[config.mk]
export PLATFORM = sky130hd
export DESIGN_NAME = alu_control_unit
export DESIGN_NICKNAME = d
export VERILOG_FILES = /design/src/rtl/alu_cu_pkg.sv /design/src/rtl/alu_control_unit_regfile.sv /design/src/rtl/alu_control_unit.sv
export SDC_FILE = /design/constraint.sdc
export NUM_CORES = 1
export LEC_CHECK = 0
export CORE_MARGIN = 2
export CORE_UTILIZATION = 53
export CTS_CLUSTER_SIZE = 10
export DETAILED_ROUTE_END_ITERATION = 6
export GPL_TIMING_DRIVEN = 0
export HOLD_SLACK_MARGIN = 0.05
export PLACE_DENSITY_LB_ADDON = 0.08
export SLEW_MARGIN = 20
export SYNTH_ARGS = -nofsm -noshare
export SYNTH_HDL_FRONTEND = slang
export SYNTH_SLANG_ARGS = --single-unit
export TNS_END_PERCENT = 5
[constraint.sdc]
create_clock -name clk -period 2.6 [get_ports clk]
set_clock_uncertainty 0.15 [all_clocks]
set_input_delay 0.65 -clock clk [delete_from_list [all_inputs] [get_ports clk]]
set_output_delay 0.65 -clock clk [all_outputs]
set_load 0.03 [all_outputs]
[src/rtl/alu_cu_pkg.sv]
// rtl/alu_cu_pkg.sv - shared opcodes, FSM states and instruction fields for the ALU control unit
// Purpose: single source of truth for the instruction format and the opcode set.
// Contents: opcode localparams, FSM state enum, field bit positions, is_legal_op().
package alu_cu_pkg;

  localparam logic [5:0] OP_NOP = 6'b000000;
  localparam logic [5:0] OP_ADD = 6'b010000;
  localparam logic [5:0] OP_SUB = 6'b010001;
  localparam logic [5:0] OP_EQ  = 6'b100000;
  localparam logic [5:0] OP_NE  = 6'b100001;
  localparam logic [5:0] OP_LE  = 6'b100010;
  localparam logic [5:0] OP_GT  = 6'b100011;
  localparam logic [5:0] OP_SHL = 6'b110000;
  localparam logic [5:0] OP_SHR = 6'b110001;
  localparam logic [5:0] OP_SRA = 6'b110010;

  typedef enum logic [1:0] {
    IDLE   = 2'd0,
    DECODE = 2'd1,
    EXEC   = 2'd2,
    WB     = 2'd3
  } cu_state_e;

  localparam int OP_LSB      = 26;
  localparam int RD_LSB      = 23;
  localparam int RS1_LSB     = 20;
  localparam int RS2_LSB     = 17;
  localparam int IMM_SEL_BIT = 16;
  localparam int IMM_LSB     = 0;

  // NOP counts as legal: it retires with a done pulse, it just writes nothing.
  function automatic logic is_legal_op(input logic [5:0] op);
    case (op)
      OP_NOP, OP_ADD, OP_SUB, OP_EQ, OP_NE, OP_LE, OP_GT,
      OP_SHL, OP_SHR, OP_SRA: is_legal_op = 1'b1;
      default:                is_legal_op = 1'b0;
    endcase
  endfunction

endpackage

[src/rtl/alu_control_unit_regfile.sv]
// rtl/alu_control_unit_regfile.sv - NUM_REGS x DATA_W register file with r0 hardwired to zero
// Purpose: operand storage for the ALU control unit (module cu_regfile).
// Ports: clk, rst (sync, active-high, clears all entries); we/waddr/wdata synchronous write;
//        raddr1/rdata1, raddr2/rdata2 and dbg_addr/dbg_data combinational reads.
module cu_regfile #(
  parameter int NUM_REGS = 8,
  parameter int DATA_W   = 32,
  localparam int AW      = $clog2(NUM_REGS)
) (
  input  logic              clk,
  input  logic              rst,
  input  logic              we,
  input  logic [AW-1:0]     waddr,
  input  logic [DATA_W-1:0] wdata,
  input  logic [AW-1:0]     raddr1,
  output logic [DATA_W-1:0] rdata1,
  input  logic [AW-1:0]     raddr2,
  output logic [DATA_W-1:0] rdata2,
  input  logic [AW-1:0]     dbg_addr,
  output logic [DATA_W-1:0] dbg_data
);

  logic [DATA_W-1:0] mem_q [NUM_REGS];

  always_ff @(posedge clk) begin
    if (rst) begin
      for (int i = 0; i < NUM_REGS; i++) mem_q[i] <= '0;
    end else if (we && (waddr != '0)) begin
      mem_q[waddr] <= wdata;
    end
  end

  // Reads see the pre-write contents during the write cycle (no bypass).
  assign rdata1   = (raddr1   == '0) ? '0 : mem_q[raddr1];
  assign rdata2   = (raddr2   == '0) ? '0 : mem_q[raddr2];
  assign dbg_data = (dbg_addr == '0) ? '0 : mem_q[dbg_addr];

endmodule

[src/rtl/alu_control_unit.sv]
// rtl/alu_control_unit.sv - multi-cycle decode/execute/writeback controller in front of a 32-bit ALU
// Purpose: accepts instructions over valid/ready, drives the ALU, writes results back, keeps C/Z/N.
// Ports: clk, rst (sync, active-high); instr_valid/instr_ready/instr; alu_a/alu_b/alu_opcode out;
//        alu_ans1/alu_ans2/alu_z/alu_n in; done/illegal pulses; flag_c/flag_z/flag_n;
//        dbg_addr/dbg_data debug read.
// Build option: ALU_CU_PERF_CNT_EN adds retired_cnt/illegal_cnt wrapping event counters.
module alu_control_unit
  import alu_cu_pkg::*;
#(
  parameter int NUM_REGS = 8,
  parameter int DATA_W   = 32,
  localparam int AW      = $clog2(NUM_REGS)
) (
  input  logic              clk,
  input  logic              rst,
  input  logic              instr_valid,
  output logic              instr_ready,
  input  logic [31:0]       instr,
  output logic [DATA_W-1:0] alu_a,
  output logic [DATA_W-1:0] alu_b,
  output logic [5:0]        alu_opcode,
  input  logic [DATA_W-1:0] alu_ans1,
  input  logic              alu_ans2,
  input  logic              alu_z,
  input  logic              alu_n,
  output logic              done,
  output logic              illegal,
  output logic              flag_c,
  output logic              flag_z,
  output logic              flag_n,
  input  logic [AW-1:0]     dbg_addr,
  output logic [DATA_W-1:0] dbg_data
`ifdef ALU_CU_PERF_CNT_EN
  ,
  output logic [31:0]       retired_cnt,
  output logic [31:0]       illegal_cnt
`endif
);

  cu_state_e         state_q, state_d;
  logic [31:0]       instr_q, instr_d;
  logic [DATA_W-1:0] alu_a_q, alu_a_d, alu_b_q, alu_b_d;
  logic [5:0]        alu_op_q, alu_op_d;
  logic [DATA_W-1:0] res_q, res_d;
  logic              res_c_q, res_c_d, res_z_q, res_z_d, res_n_q, res_n_d;
  logic              flag_c_q, flag_c_d, flag_z_q, flag_z_d, flag_n_q, flag_n_d;
  logic              done_q, done_d, illegal_q, illegal_d;
  logic              rf_we;
  logic [DATA_W-1:0] rf_rdata1, rf_rdata2, imm_ext;

  logic [5:0]    f_op;
  logic [AW-1:0] f_rd, f_rs1, f_rs2;
  logic          f_imm_sel;

  assign f_op      = instr_q[OP_LSB +: 6];
  assign f_rd      = instr_q[RD_LSB +: AW];
  assign f_rs1     = instr_q[RS1_LSB +: AW];
  assign f_rs2     = instr_q[RS2_LSB +: AW];
  assign f_imm_sel = instr_q[IMM_SEL_BIT];
  assign imm_ext   = {{(DATA_W-16){1'b0}}, instr_q[IMM_LSB +: 16]};

  cu_regfile #(.NUM_REGS(NUM_REGS), .DATA_W(DATA_W)) u_regfile (
    .clk      (clk),
    .rst      (rst),
    .we       (rf_we),
    .waddr    (f_rd),
    .wdata    (res_q),
    .raddr1   (f_rs1),
    .rdata1   (rf_rdata1),
    .raddr2   (f_rs2),
    .rdata2   (rf_rdata2),
    .dbg_addr (dbg_addr),
    .dbg_data (dbg_data)
  );

  always_comb begin
    state_d   = state_q;
    instr_d   = instr_q;
    alu_a_d   = alu_a_q;
    alu_b_d   = alu_b_q;
    alu_op_d  = alu_op_q;
    res_d     = res_q;
    res_c_d   = res_c_q;
    res_z_d   = res_z_q;
    res_n_d   = res_n_q;
    flag_c_d  = flag_c_q;
    flag_z_d  = flag_z_q;
    flag_n_d  = flag_n_q;
    done_d    = 1'b0;
    illegal_d = 1'b0;
    rf_we     = 1'b0;
    case (state_q)
      IDLE: begin
        if (instr_valid) begin
          instr_d = instr;
          state_d = DECODE;
        end
      end
      DECODE: begin
        // An illegal op leaves the ALU operand registers untouched.
        if (!is_legal_op(f_op)) begin
          illegal_d = 1'b1;
          state_d   = IDLE;
        end else begin
          alu_a_d  = rf_rdata1;
          alu_b_d  = f_imm_sel ? imm_ext : rf_rdata2;
          alu_op_d = f_op;
          state_d  = (f_op == OP_NOP) ? WB : EXEC;
        end
      end
      EXEC: begin
        res_d   = alu_ans1;
        res_c_d = alu_ans2;
        res_z_d = alu_z;
        res_n_d = alu_n;
        state_d = WB;
      end
      WB: begin
        done_d  = 1'b1;
        state_d = IDLE;
        if (alu_op_q != OP_NOP) begin
          rf_we    = 1'b1;
          flag_z_d = res_z_q;
          flag_n_d = res_n_q;
          if ((alu_op_q == OP_ADD) || (alu_op_q == OP_SUB)) flag_c_d = res_c_q;
        end
      end
      default: state_d = IDLE;
    endcase
  end

  always_ff @(posedge clk) begin
    if (rst) begin
      state_q   <= IDLE;
      instr_q   <= '0;
      alu_a_q   <= '0;
      alu_b_q   <= '0;
      alu_op_q  <= OP_NOP;
      res_q     <= '0;
      res_c_q   <= 1'b0;
      res_z_q   <= 1'b0;
      res_n_q   <= 1'b0;
      flag_c_q  <= 1'b0;
      flag_z_q  <= 1'b0;
      flag_n_q  <= 1'b0;
      done_q    <= 1'b0;
      illegal_q <= 1'b0;
    end else begin
      state_q   <= state_d;
      instr_q   <= instr_d;
      alu_a_q   <= alu_a_d;
      alu_b_q   <= alu_b_d;
      alu_op_q  <= alu_op_d;
      res_q     <= res_d;
      res_c_q   <= res_c_d;
      res_z_q   <= res_z_d;
      res_n_q   <= res_n_d;
      flag_c_q  <= flag_c_d;
      flag_z_q  <= flag_z_d;
      flag_n_q  <= flag_n_d;
      done_q    <= done_d;
      illegal_q <= illegal_d;
    end
  end

`ifdef ALU_CU_PERF_CNT_EN
  logic [31:0] retired_cnt_q, illegal_cnt_q;

  // Counted alongside the pulse registers so each count moves with its pulse.
  always_ff @(posedge clk) begin
    if (rst) begin
      retired_cnt_q <= '0;
      illegal_cnt_q <= '0;
    end else begin
      if (done_d)    retired_cnt_q <= retired_cnt_q + 32'd1;
      if (illegal_d) illegal_cnt_q <= illegal_cnt_q + 32'd1;
    end
  end

  assign retired_cnt = retired_cnt_q;
  assign illegal_cnt = illegal_cnt_q;
`endif

  assign instr_ready = (state_q == IDLE);
  assign alu_a       = alu_a_q;
  assign alu_b       = alu_b_q;
  assign alu_opcode  = alu_op_q;
  assign done        = done_q;
  assign illegal     = illegal_q;
  assign flag_c      = flag_c_q;
  assign flag_z      = flag_z_q;
  assign flag_n      = flag_n_q;

endmodule

==> results.yml <==
route:
  drcViolationCount: 0
  routed_wl_um: 67200
  drt_pass1_iterations: 5
  drtIter0Drc: 1904
  ant_nets: 0
  routedWlPerCell_um: 28.3
  dr_total_vias: 15000
  vias_per_cell: 6.31
synthesis:
  synth_top_area_cell: "edfxtp_1"
  synth-edff-count: 256
  syn_area_per_cell_um2: 13.2
  synth_cell_type_count: 41
  syn_area_um2: 20100
  synth_top_area_share_pct: 38.3
  ys_ff_latch: 406
  synth_ff_type: "edfxtp_1"
  synthCells: 1520
  synthTopCellsByCount: "edfxtp_1 (256), and2_1 (228), nand2_1 (163)"
  synthArstFlopShare_pct: 0
  yosysSeqAreaShare_pct: 53.3
  yosysMostFrequentCell: "edfxtp_1"
  synth_warnings: 0
  synth_area_leaders: "edfxtp_1 (38%), mux4_2 (18%), dfxtp_1 (15%), and2_1 (7.1%), mux2_2 (5.1%)"
critical_path:
  reg2reg_slack_ns: -0.04
  r2r_end: "alu_a[6]"
  critPathKind: "input pin to output port"
  path_cells: "buf_12, buf_12, buf_12, buf_12, mux4_2, nor2_4, a221oi_4, buf_6"
  critPathMostFrequentCell: "buf_12"
  crit_slowest_cell: "mux4_2"
  cp-end-kind: "output port"
  cp.arrival_ns: 2.06
  start_kind: "input pin"
  reg2regPathDepth: 5
  critPathMaxFanout: 6
  critPathRequiredTime_ns: 1.80
  max_stage_delay_ns: 0.35
die:
  io_pins: 181
  fp.coreArea_um2: 37500
  die_height_um: 199
  die-area_um2: 39400
  row_count: 71
  fp.dieW_um: 199
  start_util_pct: 53.5
sta:
  finalSetupViolCount: 40
  fmax_ghz: 0.350
  setup_ws_ns: -0.260
  rsz0062_at_grt: "yes"
  worst_pin_slew_ns: 1.15
  min_period_ns: 2.86
  maxSlewHeadroom_pct: 23.6
  hold_violations: 0
  fin_crit_sh_pct: 110
  drv_slew: 0
hold_path:
  min_from: "instr_q[13]"
  min_to: "instr_q[13]"
  hold_path_class: "flop to flop"
  holdPathStages: 2
placed_design:
  portBuffers: 178
  dp_cells: 2240
  gp_congestion: 0.876
  hpwlAfterDp_um: 41900
global_routing:
  grt_pass1_wl_um: 96100
  use_met3_pct: 8.92
  grt_max_degree: 33
  met1_usage_pct: 46.7
  grtUsageMet2_pct: 52.8
  track_usage_pct: 34.6
  antenna_found_initial: 0
  overflow: 0
  top_usage_layer: "met2"
  grt_pass1_vias: 14800
run:
  maxCapViolCount: 0
cts:
  cts.clk_slew.worst_paths_ns: 0.05
  insertion_delay_ns: 0.59
  cts_buffer_depth: 3
  htreeDepth: 2
  cts_buffers: 47
  holdBufCountCts: 0
  cts_tree: "built"
  root_buffer: "clkbuf_16"
  clkSinkCount: 406
power_and_ir_drop:
  p_leak_nw: 9.01
  ir_drop_mv: 0.440
  power.total_mw: 16.2
  clock_power_share_pct: 37.6
  p_sw_share_pct: 26.9
  p_seq_share_pct: 45.6
  power_density_nw_per_um2: 642
  switching_power_mw: 4.35
  internal-power_mw: 11.8
  p_comb_share_pct: 16.7
layout:
  antenna_cells: 0
  nets: 1903
  instances_no_fill: 2376
  multi_input_area_um2: 9400
  regArea_um2: 10700
  area_growth_pct: 25.5
  nFillCells: 2836
  drive_gt1_share_pct: 30.4
run_status:
  violations: "negative setup slack"
  outcome: "complete, but fails checks"
==> how the worst max path moves through the flow <==
stage                      startpoint      endpoint  slack [ns]  cells past startpoint
after floorplan           dbg_addr[2]  dbg_data[26]       -0.07                      4
after global placement    dbg_addr[0]  dbg_data[10]       -1.80                      6
after detailed placement  dbg_addr[0]  dbg_data[10]       -1.79                      6
after CTS                 dbg_addr[0]  dbg_data[11]       -0.23                      8
after global routing      dbg_addr[0]  dbg_data[11]       -0.27                      8
final                     dbg_addr[0]  dbg_data[11]       -0.26                      8
==> sequential cells by signal, summed over array words and instances (netlist names), 6 cells and up, named ones only <==
| register | count |
|---|---|
| alu_a | 32 |
| alu_b | 32 |
| alu_opcode | 6 |
| instr_q | 32 |
| res_q | 32 |
| u_regfile.mem_q | 256 |
==> per-layer routing <==
layer | up-vias | wire (µm)
met3 | 169 | 8300
met2 | 1017 | 30900
met1 | 7456 | 25100
li1 | 6360 | -
met4 | 0 | 2870
met5 | - | 0
==> through the flow <==
stage	hold WS [ns]	utilization, %	setup TNS [ns]	cell area [µm²]	worst slack, ns
4_1_cts	0.305	67.1	-7.36	25100	-0.225
6_report	0.305	67.2	-3.77	25200	-0.260
3_3_place_gp	0.292	60.8	-625.66	22800	-1.80
2_1_floorplan	0.286	-	-0.938	20400	-0.0699
5_1_grt	0.325	67.2	-6.18	25200	-0.266
3_5_place_dp	0.297	60.8	-579.70	22800	-1.79
==> final cells by class <==
class | instances | area share [%]
Buffer | 128 | 3.21
Clock buffer | 80 | 5.32
Inverter | 3 | 0.0646
Timing Repair Buffer | 224 | 8.94
Clock inverter | 4 | 0.134
Sequential cell | 406 | 42.5
Multi-Input combinational cell | 1020 | 37.3
Tap cell | 511 | 2.54
==> cells in the final DEF (no fill, tap or decap), types with 48 or more instances in the layout <==
master / count
a22o_1: 48
a21oi_1: 74
mux2_2: 90
buf_4: 51
edfxtp_1: 256
mux4_2: 160
clkdlybuf4s50_1: 143
and2_1: 228
clkbuf_16: 55
clkbuf_1: 67
dfxtp_1: 147
nand2_1: 163
==> critical path: cells and delay by family <==
family / cells / cell delay, ns
buf+inv: 5 / 0.70
mux: 1 / 0.35
compound gates: 1 / 0.30
simple gates: 1 / 0.04
==> repair_timing <==
| item | in CTS | in global routing |
|---|---|---|
| resized for setup | 359 | 28 |
| buffers inserted | 42 | 0 |
| cloned | 11 | 0 |
| setup endpoints to repair | 513 | 395 |
| pin swaps | 18 | 6 |
==> kinds of logic (layout without fill, tap and decap cells) <==
kind of cell	count (synthesis)	after routing	share of synthesized area (%)
AO/OA/AOI/OAI	195	195	6.90
multiplexers	259	259	23.5
AND/OR/NAND/NOR	527	534	13.7
other	1	32	0.0187
flip-flops	406	406	53.3
buffers and inverters	132	439	2.69
==> power groups by stage <==
stage | combinational (mW) | sequential (mW) | clock [mW]
global route | 2.81 | 7.41 | 6.36
detailed placement | 2.48 | 7.50 | 0
floorplan | 1.51 | 7.49 | 0
CTS | 2.65 | 7.36 | 6.10
global placement | 2.46 | 7.49 | 0
finish | 2.70 | 7.38 | 6.08
Note: power is estimated with default switching activity, not from simulation.
